## src/rtl/ysyx_23060124_ifu_pkg.sv

```systemverilog
// Shared definitions for the instruction fetch unit: state encodings,
// reset PC, bus response codes and small PC helpers.
package ysyx_23060124_ifu_pkg;

    localparam int          IFU_ADDR_W = 32;
    localparam logic [31:0] IFU_RST_PC = 32'h8000_0000;
    localparam logic [1:0]  RRESP_OKAY = 2'b00;
    localparam logic [31:0] INS_NONE   = 32'h0000_0000;

    typedef enum logic [1:0] {
        S_AR   = 2'b00,
        S_R    = 2'b01,
        S_OUT  = 2'b10,
        S_WAIT = 2'b11
    } ifu_state_e;

    // Instructions are word aligned; any low-bit set means the fetch cannot be issued.
    function automatic logic pc_misaligned(input logic [1:0] pc_lo);
        return (pc_lo != 2'b00);
    endfunction

    function automatic logic resp_fault(input logic [1:0] resp);
        return (resp != RRESP_OKAY);
    endfunction

endpackage

```

## src/rtl/ysyx_23060124_ifu_if.sv

```systemverilog
// Fetch-side connection bundle: AR/R read bus toward memory plus the
// decoder handshake and next-PC input from write-back.
interface ysyx_23060124_ifu_if
    import ysyx_23060124_ifu_pkg::*;
#(
    parameter int ADDR_W = IFU_ADDR_W
);
    logic [ADDR_W-1:0] araddr;
    logic              arvalid;
    logic              arready;
    logic [31:0]       rdata;
    logic [1:0]        rresp;
    logic              rvalid;
    logic              rready;
    logic [31:0]       ins;
    logic [ADDR_W-1:0] pc;
    logic              fetch_err;
    logic              valid;
    logic              ready;
    logic [ADDR_W-1:0] npc;
    logic              npc_valid;

    modport master (
        output araddr, arvalid, rready,
        input  arready, rdata, rresp, rvalid,
        output ins, pc, fetch_err, valid,
        input  ready, npc, npc_valid
    );

    modport slave (
        input  araddr, arvalid, rready,
        output arready, rdata, rresp, rvalid,
        input  ins, pc, fetch_err, valid,
        output ready, npc, npc_valid
    );
endinterface

```

## src/rtl/ysyx_23060124_ifu.sv

```systemverilog
// Instruction fetch unit for a multicycle core: one AR/R read per instruction,
// result handed to the decoder, then idle until write-back supplies the next PC.
module ysyx_23060124_ifu
    import ysyx_23060124_ifu_pkg::*;
#(
    parameter int                ADDR_W = IFU_ADDR_W,
    parameter logic [ADDR_W-1:0] RST_PC = IFU_RST_PC
) (
    input logic                  i_clk,
    input logic                  i_rst_n,
    ysyx_23060124_ifu_if.master  bus
);

    ifu_state_e        state_r;
    ifu_state_e        state_nxt_s;
    logic [ADDR_W-1:0] pc_r;
    logic [ADDR_W-1:0] pc_nxt_s;
    logic [31:0]       ins_r;
    logic [31:0]       ins_nxt_s;
    logic              err_r;
    logic              err_nxt_s;
    logic              arvalid_r;
    logic              rready_r;
    logic              valid_r;
    logic              take_npc_s;

    // Next-PC is accepted while idle, or in the same cycle the decoder takes the word.
    always_comb begin
        take_npc_s = 1'b0;
        if (bus.npc_valid && ((state_r == S_WAIT) || ((state_r == S_OUT) && bus.ready))) begin
            take_npc_s = 1'b1;
        end else begin
            take_npc_s = 1'b0;
        end
    end

    // Next-state and datapath update for the fetch sequence.
    always_comb begin
        state_nxt_s = state_r;
        pc_nxt_s    = pc_r;
        ins_nxt_s   = ins_r;
        err_nxt_s   = err_r;
        case (state_r)
            S_AR: begin
                if (bus.arready) begin
                    state_nxt_s = S_R;
                end else begin
                    state_nxt_s = S_AR;
                end
            end
            S_R: begin
                if (bus.rvalid) begin
                    // A faulted response must not leak garbage into the decoder.
                    ins_nxt_s   = resp_fault(bus.rresp) ? INS_NONE : bus.rdata;
                    err_nxt_s   = resp_fault(bus.rresp);
                    state_nxt_s = S_OUT;
                end else begin
                    state_nxt_s = S_R;
                end
            end
            S_OUT: begin
                if (bus.ready) begin
                    state_nxt_s = S_WAIT;
                end else begin
                    state_nxt_s = S_OUT;
                end
            end
            S_WAIT: begin
                state_nxt_s = S_WAIT;
            end
            default: begin
                state_nxt_s = S_AR;
            end
        endcase

        if (take_npc_s) begin
            pc_nxt_s = bus.npc;
            if (pc_misaligned(bus.npc[1:0])) begin
                // Misaligned target: report straight to the decoder without touching the bus.
                ins_nxt_s   = INS_NONE;
                err_nxt_s   = 1'b1;
                state_nxt_s = S_OUT;
            end else begin
                state_nxt_s = S_AR;
            end
        end else begin
            pc_nxt_s = pc_nxt_s;
        end
    end

    // State, datapath and Moore-output registers; outputs track the next state so
    // they change on the same edge as the state register.
    always_ff @(posedge i_clk or negedge i_rst_n) begin
        if (!i_rst_n) begin
            state_r   <= S_AR;
            pc_r      <= RST_PC;
            ins_r     <= INS_NONE;
            err_r     <= 1'b0;
            arvalid_r <= 1'b1;
            rready_r  <= 1'b0;
            valid_r   <= 1'b0;
        end else begin
            state_r   <= state_nxt_s;
            pc_r      <= pc_nxt_s;
            ins_r     <= ins_nxt_s;
            err_r     <= err_nxt_s;
            arvalid_r <= (state_nxt_s == S_AR);
            rready_r  <= (state_nxt_s == S_R);
            valid_r   <= (state_nxt_s == S_OUT);
        end
    end

    assign bus.araddr    = pc_r;
    assign bus.arvalid   = arvalid_r;
    assign bus.rready    = rready_r;
    assign bus.ins       = ins_r;
    assign bus.pc        = pc_r;
    assign bus.fetch_err = err_r;
    assign bus.valid     = valid_r;

endmodule

```

## src/flat_wrapper.sv

```systemverilog
// flat-port wrapper written by rule: the top's interface ports become plain ports
module ysyx_23060124_ifu_flat import ysyx_23060124_ifu_pkg::*;
#(
    parameter int                ADDR_W = IFU_ADDR_W,
    parameter logic [ADDR_W-1:0] RST_PC = IFU_RST_PC
)
  (i_clk, i_rst_n, bus_araddr, bus_arvalid, bus_rready, bus_arready, bus_rdata, bus_rresp, bus_rvalid, bus_ins, bus_pc, bus_fetch_err, bus_valid, bus_ready, bus_npc, bus_npc_valid);
  ysyx_23060124_ifu_if #(.ADDR_W(ADDR_W)) bus_i ();
  input logic i_clk;
  input logic i_rst_n;
  output wire logic [$bits(bus_i.araddr)-1:0] bus_araddr;
  output wire logic [$bits(bus_i.arvalid)-1:0] bus_arvalid;
  output wire logic [$bits(bus_i.rready)-1:0] bus_rready;
  input wire logic [$bits(bus_i.arready)-1:0] bus_arready;
  input wire logic [$bits(bus_i.rdata)-1:0] bus_rdata;
  input wire logic [$bits(bus_i.rresp)-1:0] bus_rresp;
  input wire logic [$bits(bus_i.rvalid)-1:0] bus_rvalid;
  output wire logic [$bits(bus_i.ins)-1:0] bus_ins;
  output wire logic [$bits(bus_i.pc)-1:0] bus_pc;
  output wire logic [$bits(bus_i.fetch_err)-1:0] bus_fetch_err;
  output wire logic [$bits(bus_i.valid)-1:0] bus_valid;
  input wire logic [$bits(bus_i.ready)-1:0] bus_ready;
  input wire logic [$bits(bus_i.npc)-1:0] bus_npc;
  input wire logic [$bits(bus_i.npc_valid)-1:0] bus_npc_valid;
  assign bus_araddr = bus_i.araddr;
  assign bus_arvalid = bus_i.arvalid;
  assign bus_rready = bus_i.rready;
  assign bus_i.arready = bus_arready;
  assign bus_i.rdata = bus_rdata;
  assign bus_i.rresp = bus_rresp;
  assign bus_i.rvalid = bus_rvalid;
  assign bus_ins = bus_i.ins;
  assign bus_pc = bus_i.pc;
  assign bus_fetch_err = bus_i.fetch_err;
  assign bus_valid = bus_i.valid;
  assign bus_i.ready = bus_ready;
  assign bus_i.npc = bus_npc;
  assign bus_i.npc_valid = bus_npc_valid;
  ysyx_23060124_ifu #(.ADDR_W(ADDR_W), .RST_PC(RST_PC)) u_core (.i_clk(i_clk), .i_rst_n(i_rst_n), .bus(bus_i));
endmodule
```

## config.mk

```make
export PLATFORM = sky130hd
export DESIGN_NAME = ysyx_23060124_ifu_flat
export DESIGN_NICKNAME = d
export VERILOG_FILES = /design/src/rtl/ysyx_23060124_ifu_pkg.sv /design/src/rtl/ysyx_23060124_ifu_if.sv /design/src/rtl/ysyx_23060124_ifu.sv /design/src/flat_wrapper.sv
export SDC_FILE = /design/constraint.sdc
export NUM_CORES = 1
export LEC_CHECK = 0
export ABC_AREA = 1
export BUFFER_PORTS_ARGS = -buffer_cell sky130_fd_sc_hd__buf_2
export CORE_UTILIZATION = 49
export CTS_CLUSTER_DIAMETER = 40
export DETAILED_ROUTE_END_ITERATION = 7
export HOLD_SLACK_MARGIN = 0.08
export PLACE_DENSITY = 0.94
export SLEW_MARGIN = 30
export SYNTH_ARGS = -nofsm -noshare
export SYNTH_HDL_FRONTEND = slang
export SYNTH_SLANG_ARGS = --single-unit
```

## constraint.sdc

```tcl
create_clock -name i_clk -period 3 [get_ports i_clk]
set_clock_uncertainty 0.2 [all_clocks]
set_input_delay 0.6 -clock i_clk [delete_from_list [all_inputs] [get_ports i_clk]]
set_output_delay 0.6 -clock i_clk [all_outputs]
set_load 0.1 [all_outputs]
```

==> results.txt <==
pre-CTS setup slack: 814 ps
layout cells sized above 1: 34.3%
initial core utilization: 50.7%
synth top area cells: dfrtp_1, nand2_1, inv_1
row count: 30
clk sinks: 70
Critical Path, Cell by Cell: buf_2
final hold vios: 0
GR Overflow Total: 0
share of Yosys cell area claimed by the top area cell type: 49.7%
final WL: 7630 um
Core Area: 6760 sq um
Critical-path top delay cell: dfstp_2
CTS tree: built
status: finished clean
Post-synth EDFFs: 0
DR vias: 3032
Primary FF master, synth: dfrtp_1
adder-cell area share of the yosys netlist: 0%
Detailed Routing Iterations Pass 1: 4
critical path endpoint category: primary output
post-synthesis xor/xnor area fraction: 0%
Compound-Gate Fraction of Synth Area: 4.97%
crit-path max FO: 3
first-pass GRT wire length: 12200 um
final worst setup slack: 914 ps
number of synthesized register bits: 70
hold buffer count at CTS: 0
sequential area share after synthesis: 51.2%
Synth Area in Simple Gates: 23.9%
post-CTS sizing: 0
Largest delay share family, worst path: flip-flops
post-synthesis mux area share: 0%
die area: 7320 sq um
FF-to-FF setup slack: 1000 ps
vias per inst: 4.59
RR Startpoint: u_core.state_r[1]$_DFF_PN0_
Post-Syn Area per Cell: 7.76 sq um
CTS buffer count: 9
final setup fails: 0
Antenna Violating Nets Remaining: 0
# nets final: 647
max-cap violation count: 0
post-layout min period: 2090 ps
Syn Nets: 513
Reg2Reg Depth: 5
setup_tns: 0 ps
drc violations: 0
top cells by count, synth: nand2_1, inv_1, dfrtp_1, nor2_1, buf_4
I/O pin count: 172
count leader, synth: nand2_1
reg-to-reg endpoint: u_core.bus.ins[9]$_DFF_PN0_
die width: 85.6 um
initial antenna violation count: 0
Max Clk Rate: 479 MHz
Synth area leader: dfrtp_1
Netlist Area Pre-Place: 3420 sq um
Yosys cell types: 19
synth-to-layout area growth: 23.8%
starting DRC count in detailed routing: 119
largest family of logic cells by synthesized area: simple AND/OR/NAND/NOR gates
Global Route Usage Sum: 20.8%
Ant. Diodes: 0
CP bufs+invs: 1
Clock Path Buffers: 2
Setup crit start kind: flop
H-tree levels: 3
Final GP Congestion: 0.768
Clk Latency, worst-skew pair: 320 ps
largest net degree at the start of global routing: 39
clock-pin slew on the worst setup and hold paths: 70 ps
HPWL after DPL: 5640 um
PortBufs: 171
WL/cell: 11.6 um
Clock Tree Root: clkbuf_8
Least-Margin Pin Slew: 860 ps
CP required: 2200 ps
CP max stage delay: 540 ps
Cells after Synth: 441
hold crit path type: in -> async
RSZ-0062 raised after global routing: false
vias in the first global route: 2878
fraction of registers with async set/reset: 100%
max_slew headroom: 42.6%
Die Height: 85.6 um
critical path class: reg -> out
final-report max-slew violation count: 0
Syn. warnings: 0
Post-CTS Setup Inserts: 0
arrival time at the worst endpoint: 1290 ps
Final period util: 69.5%
through the flow:
step | hold slack (ps) | area (sq um) | cells | utilization [%]
2_1_floorplan | 104 | 3420 | 441 | -
5_1_grt | 188 | 4240 | 660 | 62.7
3_3_place_gp | 263 | 4040 | 644 | 59.9
6_report | 137 | 4240 | 660 | 62.7
4_1_cts | 158 | 4240 | 660 | 62.7
3_5_place_dp | 278 | 4040 | 644 | 59.9
cells by family after synthesis:
logic type | after synthesis
flip-flops | 70
buffers and inverters | 128
AND/OR/NAND/NOR | 209
AO/OA/AOI/OAI | 34
worst max path at each step:
stage,startpoint,end,slack (ps),cells past startpoint
finish,u_core.bus.araddr[31]$_DFFE_PN1N_,bus_pc[31],910,1
floorplan,u_core.bus.araddr[0]$_DFFE_PN0N_,bus_pc[0],860,1
CTS,u_core.bus.araddr[31]$_DFFE_PN1N_,bus_pc[31],900,1
global route,u_core.state_r[1]$_DFF_PN0_,u_core.bus.ins[19]$_DFF_PN0_,840,5
global placement,bus_rresp[0],u_core.bus.fetch_err$_DFF_PN0_,820,5
detailed placement,bus_rvalid,u_core.bus.ins[15]$_DFF_PN0_,810,5
registers in the layout (all words and copies together), names as in the netlist:
name / count
u_core.bus.araddr: 32
u_core.bus.ins: 32
u_core.state_r: 2
u_core.bus.arvalid: 1
u_core.bus.fetch_err: 1
u_core.bus.rready: 1
u_core.bus.valid: 1
cell usage in the layout (no fill, tap or decap):
cell type  instances
buf_2            171
o21ai_0           25
inv_1             72
o21ai_1            9
nand2_2            2
bufinv_16          1
dfstp_2            2
or2_2              1
nand3_1            3
clkinv_4           1
buf_12             2
clkinv_2           1
inv_2              2
clkinv_1           1
nand4_2            1
clkbuf_1           3
nand2_1          133
clkbuf_8          10
buf_4              3
nand3_2            2
nand4_1            1
dfrtp_1           68
nor2_1            66
routing by layer:
layer / track usage, % / vias up / share of wire, % / wire, um
li1: - / 1516 / - / -
met3: 3.95 / 18 / 5.8 / 444
met5: 0 / - / 0 / 0
met2: 37.8 / 125 / 49 / 3770
met4: 9.24 / 0 / 2.1 / 163
met1: 23.8 / 1373 / 43 / 3250
area by class of cell:
| class | instances | area (sq um) |
|---|---|---|
| Clock buffer | 13 | 149 |
| Clock inverter | 3 | 43.8 |
| Fill cell | 570 | 2520 |
| Inverter | 75 | 282 |
| Multi-Input combinational cell | 243 | 990 |
| Sequential cell | 70 | 1750 |
| Tap cell | 80 | 100 |
| Timing Repair Buffer | 176 | 918 |
Power is left out: the tool's default activity adds up to more than one toggle a clock period on the data nets, which glitch-free logic cannot reach.
